--- src/rtl/alu_mc.sv ---
// alu_mc: multi-cycle ALU with valid/ready handshakes and a restoring shift-subtract divider.
// Single-cycle ops finish on acceptance; DIV/MOD with a non-zero divisor iterate WIDTH cycles.
module alu_mc #(
    parameter int WIDTH = 8
) (
    input  logic             clk_i,
    input  logic             reset_i,
    input  logic             in_valid_i,
    output logic             in_ready_o,
    input  logic [4:0]       op_i,
    input  logic [WIDTH-1:0] a_i,
    input  logic [WIDTH-1:0] b_i,
    output logic             out_valid_o,
    input  logic             out_ready_i,
    output logic [WIDTH-1:0] result_o,
    output logic             branch_taken_o,
    output logic             carry_o,
    output logic             overflow_o,
    output logic             div_by_zero_o
);
    localparam int CW = $clog2(WIDTH + 1);

    typedef enum logic [1:0] {IDLE, DIVIDE, DONE} state_t;

    state_t           state_q, state_d;
    logic [CW-1:0]    cnt_q, cnt_d;
    logic [WIDTH-1:0] rem_q, rem_d, quo_q, quo_d, dvs_q, dvs_d, res_q, res_d;
    logic             is_mod_q, is_mod_d, br_q, br_d, cy_q, cy_d, ov_q, ov_d, dz_q, dz_d;
    logic [WIDTH-1:0] res_c, rem_n, quo_n;
    logic             br_c, cy_c, ov_c, dz_c, accept, start_div;
    logic [WIDTH:0]   add_w, sub_w, shifted, trial;

    assign in_ready_o  = !reset_i && (state_q == IDLE || (state_q == DONE && out_ready_i));
    assign accept      = in_valid_i && in_ready_o;
    assign start_div   = op_i[4:1] == 4'b0111 && b_i != '0;
    assign add_w       = {1'b0, a_i} + {1'b0, b_i};
    assign sub_w       = {1'b0, a_i} - {1'b0, b_i};
    assign shifted     = {rem_q, quo_q[WIDTH-1]};
    assign trial       = shifted - {1'b0, dvs_q};
    assign rem_n       = trial[WIDTH] ? shifted[WIDTH-1:0] : trial[WIDTH-1:0];
    assign quo_n       = {quo_q[WIDTH-2:0], !trial[WIDTH]};
    assign out_valid_o    = state_q == DONE;
    assign result_o       = res_q;
    assign branch_taken_o = br_q;
    assign carry_o        = cy_q;
    assign overflow_o     = ov_q;
    assign div_by_zero_o  = dz_q;

    // Result of every op that completes on acceptance; DIV/MOD entries only matter when b is zero.
    always_comb begin
        res_c = '0;
        br_c  = 1'b0;
        cy_c  = 1'b0;
        ov_c  = 1'b0;
        dz_c  = 1'b0;
        casez (op_i)
            5'b00000, 5'b100??: begin
                res_c = add_w[WIDTH-1:0];
                cy_c  = add_w[WIDTH];
                ov_c  = a_i[WIDTH-1] == b_i[WIDTH-1] && add_w[WIDTH-1] != a_i[WIDTH-1];
            end
            5'b00001: begin
                res_c = sub_w[WIDTH-1:0];
                cy_c  = sub_w[WIDTH];
                ov_c  = a_i[WIDTH-1] != b_i[WIDTH-1] && sub_w[WIDTH-1] != a_i[WIDTH-1];
            end
            5'b01000: begin
                res_c = sub_w[WIDTH-1:0];
                cy_c  = sub_w[WIDTH];
            end
            5'b01001: begin
                res_c = add_w[WIDTH-1:0];
                cy_c  = add_w[WIDTH];
            end
            5'b00010: res_c = a_i << b_i;
            5'b00011: res_c = a_i >> b_i;
            5'b00111: res_c = WIDTH'($signed(a_i) < $signed(b_i));
            5'b01010: res_c = a_i & b_i;
            5'b01100: res_c = WIDTH'(a_i == b_i);
            5'b01110: begin
                res_c = '1;
                dz_c  = 1'b1;
            end
            5'b01111: begin
                res_c = a_i;
                dz_c  = 1'b1;
            end
            5'b101??: begin
                br_c  = a_i != '0;
                res_c = br_c ? b_i : '0;
            end
            5'b110??: begin
                br_c  = a_i == '0;
                res_c = br_c ? b_i : '0;
            end
            5'b111??: res_c = b_i;
            default: ;
        endcase
    end

    always_comb begin
        state_d  = state_q;
        cnt_d    = cnt_q;
        rem_d    = rem_q;
        quo_d    = quo_q;
        dvs_d    = dvs_q;
        is_mod_d = is_mod_q;
        res_d    = res_q;
        br_d     = br_q;
        cy_d     = cy_q;
        ov_d     = ov_q;
        dz_d     = dz_q;
        unique case (state_q)
            IDLE, DONE: begin
                if (accept && start_div) begin
                    state_d  = DIVIDE;
                    cnt_d    = CW'(WIDTH);
                    rem_d    = '0;
                    quo_d    = a_i;
                    dvs_d    = b_i;
                    is_mod_d = op_i[0];
                end else if (accept) begin
                    state_d = DONE;
                    res_d   = res_c;
                    br_d    = br_c;
                    cy_d    = cy_c;
                    ov_d    = ov_c;
                    dz_d    = dz_c;
                end else if (state_q == DONE && out_ready_i) begin
                    state_d = IDLE;
                end
            end
            DIVIDE: begin
                cnt_d = cnt_q - CW'(1);
                rem_d = rem_n;
                quo_d = quo_n;
                // The last iteration's quotient/remainder go straight into the output registers.
                if (cnt_q == CW'(1)) begin
                    state_d = DONE;
                    res_d   = is_mod_q ? rem_n : quo_n;
                    br_d    = 1'b0;
                    cy_d    = 1'b0;
                    ov_d    = 1'b0;
                    dz_d    = 1'b0;
                end
            end
            default: state_d = IDLE;
        endcase
    end

    always_ff @(posedge clk_i or posedge reset_i) begin
        if (reset_i) begin
            state_q  <= IDLE;
            cnt_q    <= '0;
            rem_q    <= '0;
            quo_q    <= '0;
            dvs_q    <= '0;
            is_mod_q <= 1'b0;
            res_q    <= '0;
            br_q     <= 1'b0;
            cy_q     <= 1'b0;
            ov_q     <= 1'b0;
            dz_q     <= 1'b0;
        end else begin
            state_q  <= state_d;
            cnt_q    <= cnt_d;
            rem_q    <= rem_d;
            quo_q    <= quo_d;
            dvs_q    <= dvs_d;
            is_mod_q <= is_mod_d;
            res_q    <= res_d;
            br_q     <= br_d;
            cy_q     <= cy_d;
            ov_q     <= ov_d;
            dz_q     <= dz_d;
        end
    end
endmodule

--- config.mk ---
export PLATFORM = sky130hd
export DESIGN_NAME = alu_mc
export DESIGN_NICKNAME = d
export VERILOG_FILES = /design/src/rtl/alu_mc.sv
export SDC_FILE = /design/constraint.sdc
export NUM_CORES = 1
export LEC_CHECK = 0
export BUFFER_PORTS_ARGS = -buffer_cell sky130_fd_sc_hd__buf_4
export CAP_MARGIN = 0
export CORE_MARGIN = 5
export CORE_UTILIZATION = 55
export DETAILED_ROUTE_END_ITERATION = 16
export PLACE_DENSITY = 0.71
export REMOVE_ABC_BUFFERS = 1
export SLEW_MARGIN = 20
export SYNTH_ARGS = -nofsm -noshare
export SYNTH_HDL_FRONTEND = slang
export SYNTH_SLANG_ARGS = --single-unit
--- constraint.sdc ---
create_clock -name clk_i -period 3.1 [get_ports clk_i]
set_clock_uncertainty 0.15 [all_clocks]
set_input_delay 0.465 -clock clk_i [delete_from_list [all_inputs] [get_ports clk_i]]
set_output_delay 0.465 -clock clk_i [all_outputs]
set_load 0.03 [all_outputs]
==> impl_metrics.yaml, run 1 <==
outcome:
  outcome: "complete, no violations"
placed_design:
  dpl.hpwl_microns: 9680
  gp_congestion: 0.913
  placedCellCount: 635
  dpl_cell_area_sq_mm: 0.00449
  portBuffers: 38
  pre_cts_ws_ns: 0.00643
clock_network:
  cts.sinks: 43
  htree_levels: 2
  cts_tree: "built"
  cts_buffers: 5
  root_buffer: "clkbuf_8"
  insertion_delay_ns: 0.30
  clock_path_buffers: 2
  clk_pin_slew_worst_paths_ns: 0.08
setup_path:
  endpoint_kind: "register"
  required_ns: 3.14
  worst-setup-path-type: "register to register"
  path_max_fanout: 4
  worstPathArrival_ns: 3.00
  worstSetupStartpointType: "register"
grt:
  grt_busiest_layer: "met2"
  use_met3: 0.0289
  grt_pass1_vias: 3970
  gr-total-overflow: 0
  grt_use_met2: 0.489
  grt_pass1_wl_microns: 20500
  grt_antenna_before_repair: 0
  grt_usage: 0.286
  met1_usage: 0.377
  grt_max_degree: 44
layout:
  final_nets: 602
  diodes: 0
  layout-drive-gt1-share: 0.168
  stdcell_count: 648
  final_area_sq_mm: 0.00463
  syn_to_final_growth_pct: 13.3
  fillers: 663
floorplanning:
  start_util: 0.564
  die_area_sq_mm: 0.00926
  core-area_sq_mm: 0.00725
  dieWidth_microns: 96.2
  top_level_ports: 39
  num_rows: 31
  die_height_microns: 96.2
logic_synthesis:
  synthCells: 510
  async_flop_share: 1.00
  synth_simple_gate_area_frac: 0.201
  synth-seq-cells: 43
  synth_top_family_by_area: "compound AO/OA/AOI/OAI gates"
  syn_area_per_cell_sq_um: 8.02
  yosys.area.top_type: "dfrtp_1"
  synthXorXnorAreaFrac: 0.0236
  synthAdderAreaFrac: 0.0943
  synth-seq-area-share: 0.263
  synth_compound_area_frac: 0.270
  yosys_warnings: 0
  synth.distinct_cells: 66
  synth_ff_type: "dfrtp_1"
  synth_edf_count: 0
  synth.area.mux_share: 0.0799
  yosys.area.top_type_share: 0.263
  yosys-top-cells-area: "dfrtp_1, ha_1, o21ai_0"
  synth_area_sq_mm: 0.00409
pwr:
  ir_drop_mv: 0.310
  p_total_mw: 2.94
  power.density_mw_per_mm2: 635
  p_leak_nw: 2.09
route:
  first_iter_violations: 317
  first_pass_iters: 6
  drt_wl_total_microns: 12500
  wire_per_inst_microns: 19.3
  drc: 0
  antenna_left: 0
  route.vias.total: 4101
  routed_via_density: 6.33
timing:
  tightest_slew_ns: 0.668
  slew_violations: 0
  fin_crit_sh: 0.957
  hold_viol_final: 0
  fin_ws_ns: 0.134
  finalSetupViolCount: 0
  max_freq_mhz: 337
  timing.slew.headroom: 0.550
  hold_ws_ns: 0.151
  min_period_ns: 2.97
run:
  max-cap-violations: 0
min_path:
  hold_path.class: "input pin to async pin"
## cells in the mapped netlist (5+ instances only)
library cell	instances
xnor2_1	8
a21oi_1	34
nor2b_1	9
nand3_1	25
mux2i_1	21
o22ai_1	9
buf_2	9
nor3_1	10
a211oi_1	8
o21ai_0	47
buf_4	5
nor4_1	5
ha_1	26
clkbuf_1	15
nand2_1	51
nor2_1	42
mux2_2	6
a221oi_1	6
inv_1	36
o2111ai_1	5
a31oi_1	7
o221ai_1	6
dfrtp_1	43
## cell type report
cell class,instances,area (sq um),share of cell area
timing repair buffer,61,458,0.0989
clock inverter,3,15.0,0.00324
inverter,36,135,0.0292
sequential,43,1080,0.232
multi-input combinational,401,2750,0.595
clock buffer,5,68.8,0.0149
tap,99,124,0.0267
## sequential cells by signal, summed over array words and instances (netlist names)
signal,flops
state_q,2
dvs_q,8
cnt_q,4
div_by_zero_o,1
quo_q,8
carry_o,1
branch_taken_o,1
rem_q,8
result_o,8
overflow_o,1
is_mod_q,1
## repair_timing
action	CTS	global route
gates resized for setup	0	5
buffers inserted	0	5
pin swaps	1	2
hold buffers	0	0
endpoints found under the setup margin	1	10
## layout by cell type (no fill, tap or decap), types with 3 or more instances in the layout
master / count
nor2b_1: 9
ha_1: 26
a211oi_1: 8
nor3b_1: 4
mux2i_1: 19
a211o_1: 4
o22ai_1: 8
nor4_1: 5
nand2_1: 51
buf_4: 61
a21oi_1: 33
nand3_1: 25
a21o_1: 4
dfrtp_1: 43
a32oi_1: 3
a22oi_1: 3
clkbuf_8: 5
a31oi_1: 7
a221oi_1: 6
and3_1: 4
nor3_1: 10
o21bai_1: 3
o21ai_0: 47
nor2_1: 42
xor2_1: 3
xnor2_1: 8
mux2_2: 6
o211ai_1: 3
nand2b_1: 4
o221ai_1: 6
o2111ai_1: 5
inv_1: 36
clkinv_2: 3
## worst max-delay path: stages, from the launching register on
cell	delay [ns]
dfrtp_1	0.41
inv_1	0.07
ha_1	0.15
inv_1	0.05
fa_2	0.35
a21oi_2	0.18
o22ai_2	0.12
o311a_1	0.33
nor3_4	0.26
buf_4	0.17
mux2i_2	0.23
nor3_1	0.07
o32a_1	0.29
## power breakdown
group / switching [mW] / total (mW) / internal [mW] / leakage (nW)
sequential: 0.173 / 0.915 / 0.742 / 0.535
combinational: 0.930 / 1.68 / 0.750 / 1.51
clock: 0.192 / 0.347 / 0.154 / 0.0477
## cells by family after synthesis
| kind of cell | after synthesis |
|---|---|
| compound gates | 165 |
| fa+ha+maj | 29 |
| mux | 29 |
| buf+inv | 66 |
| flops | 43 |
| simple gates | 167 |
| xor+xnor | 11 |
## routing by layer
metal | vias to the layer above | wire [microns] | part of all wire
li1 | 1948 | - | -
met4 | 0 | 414 | 0.033
met2 | 166 | 6130 | 0.49
met5 | - | 0 | 0
met3 | 31 | 790 | 0.063
met1 | 1956 | 5200 | 0.41
## stage by stage
stage | utilization | setup TNS, ns
after floorplan | - | -1.85
after global placement | 0.619 | 0
after detailed placement | 0.619 | 0
after CTS | 0.630 | 0
after global routing | 0.638 | -0.0105
final | 0.638 | 0
## path summary, 6_finish.rpt
path,cells after the start,to,slack (ns),start
worst max register to register,12,result_o[7],0.13,quo_q[7]
worst max-delay path,12,result_o[7],0.13,quo_q[7]
min in group clk_i,2,cnt_q[2],0.22,in_valid_i
max in group asynchronous,3,dvs_q[7],2.27,reset_i
worst min-delay path,3,state_q[1],0.15,reset_i
worst min register to register,2,dvs_q[5],0.34,dvs_q[5]
No activity file was read; power rests on OpenSTA's default activity.
==> run 2: changes to the inputs <==
PLACE_DENSITY = 0.87   (was 0.71)
==> run 2 against run 1 <==
Against the previous run:
- cell count down 0.77%
- clock power up 31%
- non-clock buffer count down 5
- final area down 0.27%
- core utilization down 0.17 points
- wire length up 0.11%
- register-to-register slack about the same
- via count up 3.7%
- count of clock-buffer cells in the layout up 1
==> impl_metrics.yaml, run 2 (synthesis gave the netlist of run 1 again) <==
route:
  wire_per_inst_microns: 19.5
  drt_wl_total_microns: 12500
  drt-met1-wl_microns: 4930
  top_layer: "met4"
  drc: 0
  met3_wirelength_microns: 1210
  wl_met2_microns: 6050
  route.vias.total: 4254
  antenna_left: 0
  first_pass_iters: 8
  first_iter_violations: 441
  routed_via_density: 6.62
timing:
  fin_crit_sh: 0.953
  finalSetupViolCount: 0
  hold_viol_final: 0
  slew_violations: 0
  finalSetupTns_ns: 0
  min_period_ns: 2.95
  timing.slew.headroom: 0.598
  tightest_slew_ns: 0.596
  max_freq_mhz: 338
setup_path:
  crit_path_top_delay_cell: "dfrtp_1"
  crit_top_cell: "inv_1"
  r2r-start: "quo_q[7]"
  worstSetupStartpointType: "register"
  reg2reg_setup_slack_ns: 0.15
  required_ns: 3.13
  cp-startpoint: "quo_q[7]"
  endpoint_kind: "register"
  slowest_delay_ns: 0.42
  worstPathArrival_ns: 2.99
  path_max_fanout: 4
  worst-setup-path-type: "register to register"
  regToRegEndpoint: "result_o[4]"
  crit_chain: "inv_1 > ha_1 > inv_1 > fa_2 > a21oi_2 > o22ai_1 > o311a_1 > nor3_4 > mux2i_1 > a211oi_1 > a2111o_1"
  worstSetupEndpoint: "result_o[4]"
  worstRegToRegCells: 11
layout:
  syn_to_final_growth_pct: 13.0
  final_cell_mix: "buf_4, nand2_1, o21ai_0, dfrtp_1, nor2_1"
  diodes: 0
  final_core_util: 0.637
  fillers: 652
  stdcell_count: 643
  layout_commonest_cell: "buf_4"
  final_nets: 597
  layout-drive-gt1-share: 0.156
placed_design:
  gp_congestion: 1.00
  dpl.hpwl_microns: 9410
  placedCellCount: 633
  portBuffers: 38
run:
  max-cap-violations: 0
grt:
  grt_antenna_before_repair: 0
  grt_pass1_wl_microns: 20200
  gr-total-overflow: 0
  grt_usage: 0.277
  grt_pass1_vias: 4046
  grt_max_degree: 44
clock_network:
  htree_levels: 2
  cts_buffers: 5
  clock_path_buffers: 2
  cts_hold_buf: 0
  root_buffer: "clkbuf_8"
  clk_pin_slew_worst_paths_ns: 0.08
  cts_tree: "built"
  insertion_delay_ns: 0.29
  cts.sinks: 43
floorplanning:
  core-area_sq_mm: 0.00725
  die_height_microns: 96.2
  start_util: 0.564
  die_area_sq_mm: 0.00926
  num_rows: 31
  dieWidth_microns: 96.2
  top_level_ports: 39
pwr:
  power.density_mw_per_mm2: 659
  p_total_mw: 3.05
  p_leak_nw: 2.08
  ir_drop_mv: 0.366
min_path:
  hold_path.class: "input pin to async pin"
outcome:
  outcome: "complete, no violations"
## run 2: final cells by class
cell class                      count  area, sq um  area share
Tap cell                           99          124      0.0268
Clock inverter                      2         35.0     0.00759
Sequential cell                    43         1080       0.233
Inverter                           36          135      0.0293
Timing Repair Buffer               56          422      0.0913
Multi-Input combinational cell    401         2740       0.594
Clock buffer                        6         82.6      0.0179
## run 2: what timing repair did
| item | CTS | global route |
|---|---|---|
| endpoints found under the setup margin | 0 | 10 |
| setup buffers | 0 | 1 |
| resized for setup | 0 | 4 |
| endpoints found under the hold margin | 0 | 0 |
## run 2: power breakdown
group          leakage, nW  switching [mW]  internal (mW)  total (mW)
clock network       0.0612           0.194          0.261       0.454
logic                 1.49           0.953          0.710        1.66
registers            0.535           0.185          0.742       0.927
total                 2.08            1.33           1.71        3.05
## run 2: through the flow
step                instance area [sq um]  worst slack [ns]  hold slack [ns]
floorplan                            3950            -0.278            0.300
global placement                     4470             0.195            0.315
detailed placement                   4470            0.0655            0.321
CTS                                  4590            0.0706            0.193
global route                         4620           -0.0163            0.215
finish                               4620             0.145            0.168
## run 2: worst min path at each step
stage / startpoint / to / slack, ns / depth (start not counted)
finish: reset_i / state_q[0] / 0.17 / 3
detailed placement: dvs_q[7] / dvs_q[7] / 0.32 / 2
floorplan: dvs_q[1] / dvs_q[1] / 0.30 / 2
CTS: reset_i / cnt_q[1] / 0.19 / 3
global placement: dvs_q[5] / dvs_q[5] / 0.32 / 2
global route: reset_i / quo_q[2] / 0.22 / 3
## run 2: worst max-delay path, delay by kind of cell (launching register included)
kind	cells	cell delay [ns]
multiplexers	1	0.29
flip-flops	1	0.42
AND/OR/NAND/NOR	1	0.28
AO/OA/AOI/OAI	5	1.07
buffers and inverters	2	0.13
adder cells (fa/ha/maj)	2	0.51
## run 2: metal layers
metal	vias to the layer above	GRT usage
li1	1941	-
met1	2010	0.360
met2	262	0.460
met3	41	0.0469
met4	0	0.101
met5	-	0
==> run 3: changes to the inputs <==
BUFFER_PORTS_ARGS = -buffer_cell sky130_fd_sc_hd__buf_2   (was -buffer_cell sky130_fd_sc_hd__buf_4)
==> run 3 against run 2 <==
Against the previous run:
- critical endpoint unchanged
- power grew 2.5%
- register-to-register slack lost 0.05 ns
- maximum frequency shrank 1.8%
- via count shrank 0.19%
==> impl_metrics.yaml, run 3 (synthesis gave the netlist of run 1 again) <==
timing:
  fin_ws_ns: 0.0907
  max_freq_mhz: 332
  slew_violations: 0
  min_period_ns: 3.01
  finalSetupTns_ns: 0
  timing.slew.headroom: 0.513
  tightest_slew_ns: 0.729
  finalSetupViolCount: 0
  hold_viol_final: 0
  fin_crit_sh: 0.971
placed_design:
  dpl.hpwl_microns: 9560
  portBuffers: 38
  dpl_cell_area_sq_mm: 0.00441
  gp_congestion: 1.00
  pre_cts_ws_ns: 0.0749
  placedCellCount: 637
layout:
  layout-drive-gt1-share: 0.169
  diodes: 0
  fillers: 666
  layout_commonest_cell: "nand2_1"
  final_cell_mix: "nand2_1, o21ai_0, dfrtp_1, nor2_1, buf_2"
  final_area_sq_mm: 0.00458
  final_nets: 604
  syn_to_final_growth_pct: 12.2
  stdcell_count: 650
floorplanning:
  num_rows: 31
  die_area_sq_mm: 0.00926
  start_util: 0.564
  top_level_ports: 39
  dieWidth_microns: 96.2
  die_height_microns: 96.2
  core-area_sq_mm: 0.00725
grt:
  grt_max_degree: 44
  grt_pass1_vias: 3974
  grt_pass1_wl_microns: 20000
  gr-total-overflow: 0
  grt_usage: 0.280
  grt_antenna_before_repair: 0
setup_path:
  r2r-start: "quo_q[7]"
  reg2reg_setup_slack_ns: 0.09
  worstRegToRegCells: 11
  crit_top_cell: "inv_1"
  endpoint_kind: "register"
  slowest_delay_ns: 0.41
  crit_chain: "inv_1 > ha_1 > inv_1 > fa_2 > a21oi_4 > o22ai_2 > o311a_1 > nor3_4 > mux2i_2 > a211oi_1 > a2111o_1"
  worstPathArrival_ns: 3.04
  crit_family: "compound AO/OA/AOI/OAI gates"
  worst-setup-path-type: "register to register"
  path_max_fanout: 4
  crit_path_top_delay_cell: "dfrtp_1"
  required_ns: 3.13
  worstSetupStartpointType: "register"
  cp_num_buf_inv: 2
  regToRegEndpoint: "result_o[4]"
clock_network:
  root_buffer: "clkbuf_8"
  cts_buffers: 5
  clk_pin_slew_worst_paths_ns: 0.08
  cts_hold_buf: 0
  insertion_delay_ns: 0.30
  cts_tree: "built"
  clock_path_buffers: 2
  htree_levels: 2
  cts.sinks: 43
min_path:
  hold_path.class: "input pin to async pin"
run:
  max-cap-violations: 0
pwr:
  p_leak_nw: 2.08
  p_total_mw: 3.12
  ir_drop_mv: 0.381
  power.density_mw_per_mm2: 681
route:
  first_iter_violations: 350
  drc: 0
  antenna_left: 0
  first_pass_iters: 5
  wire_per_inst_microns: 19.6
  drt_wl_total_microns: 12700
  route.vias.total: 4246
  routed_via_density: 6.53
outcome:
  outcome: "complete, no violations"
run 3: timing repair:
action	CTS	global route
endpoints found under the setup margin	0	12
hold endpoints to repair	0	0
buffers inserted	0	4
gates resized for setup	0	8
run 3: how the worst max path moves through the flow:
| stage | from | endpoint | slack (ns) | cells past startpoint |
|---|---|---|---|---|
| after floorplan | out_ready_i | cnt_q[3] | -0.28 | 6 |
| after global placement | quo_q[7] | result_o[1] | 0.21 | 12 |
| after detailed placement | quo_q[7] | result_o[3] | 0.07 | 12 |
| after CTS | quo_q[7] | result_o[3] | 0.01 | 12 |
| after global routing | quo_q[7] | result_o[4] | -0.05 | 11 |
| final | quo_q[7] | result_o[4] | 0.09 | 11 |
run 3: stage by stage:
stage	hold slack (ns)	util
final	0.153	0.632
after global routing	0.202	0.632
after detailed placement	0.325	0.608
after CTS	0.166	0.622
after floorplan	0.300	-
after global placement	0.314	0.608
run 3: tightest hold or removal path, stage by stage:
cell	delay, ns
buf_2	0.11
inv_1	0.04
buf_4	0.44
run 3: routing by layer:
layer,part of all wire,GRT usage
met2,0.47,0.456
met1,0.40,0.364
met3,0.088,0.0414
met4,0.039,0.129
met5,0,0
run 3: area by class of cell:
class	instances	area (sq um)	share of cell area
multi-input cells	401	2770	0.604
repair buffers	63	379	0.0827
clock buffers	8	100	0.0218
well taps	99	124	0.0270
flip-flops and latches	43	1080	0.235
inverters	36	135	0.0295
run 3: power by group:
part | internal [mW] | switching [mW]
clock | 0.203 | 0.186
combinational | 0.782 | 1.03
sequential | 0.742 | 0.180
total | 1.73 | 1.39
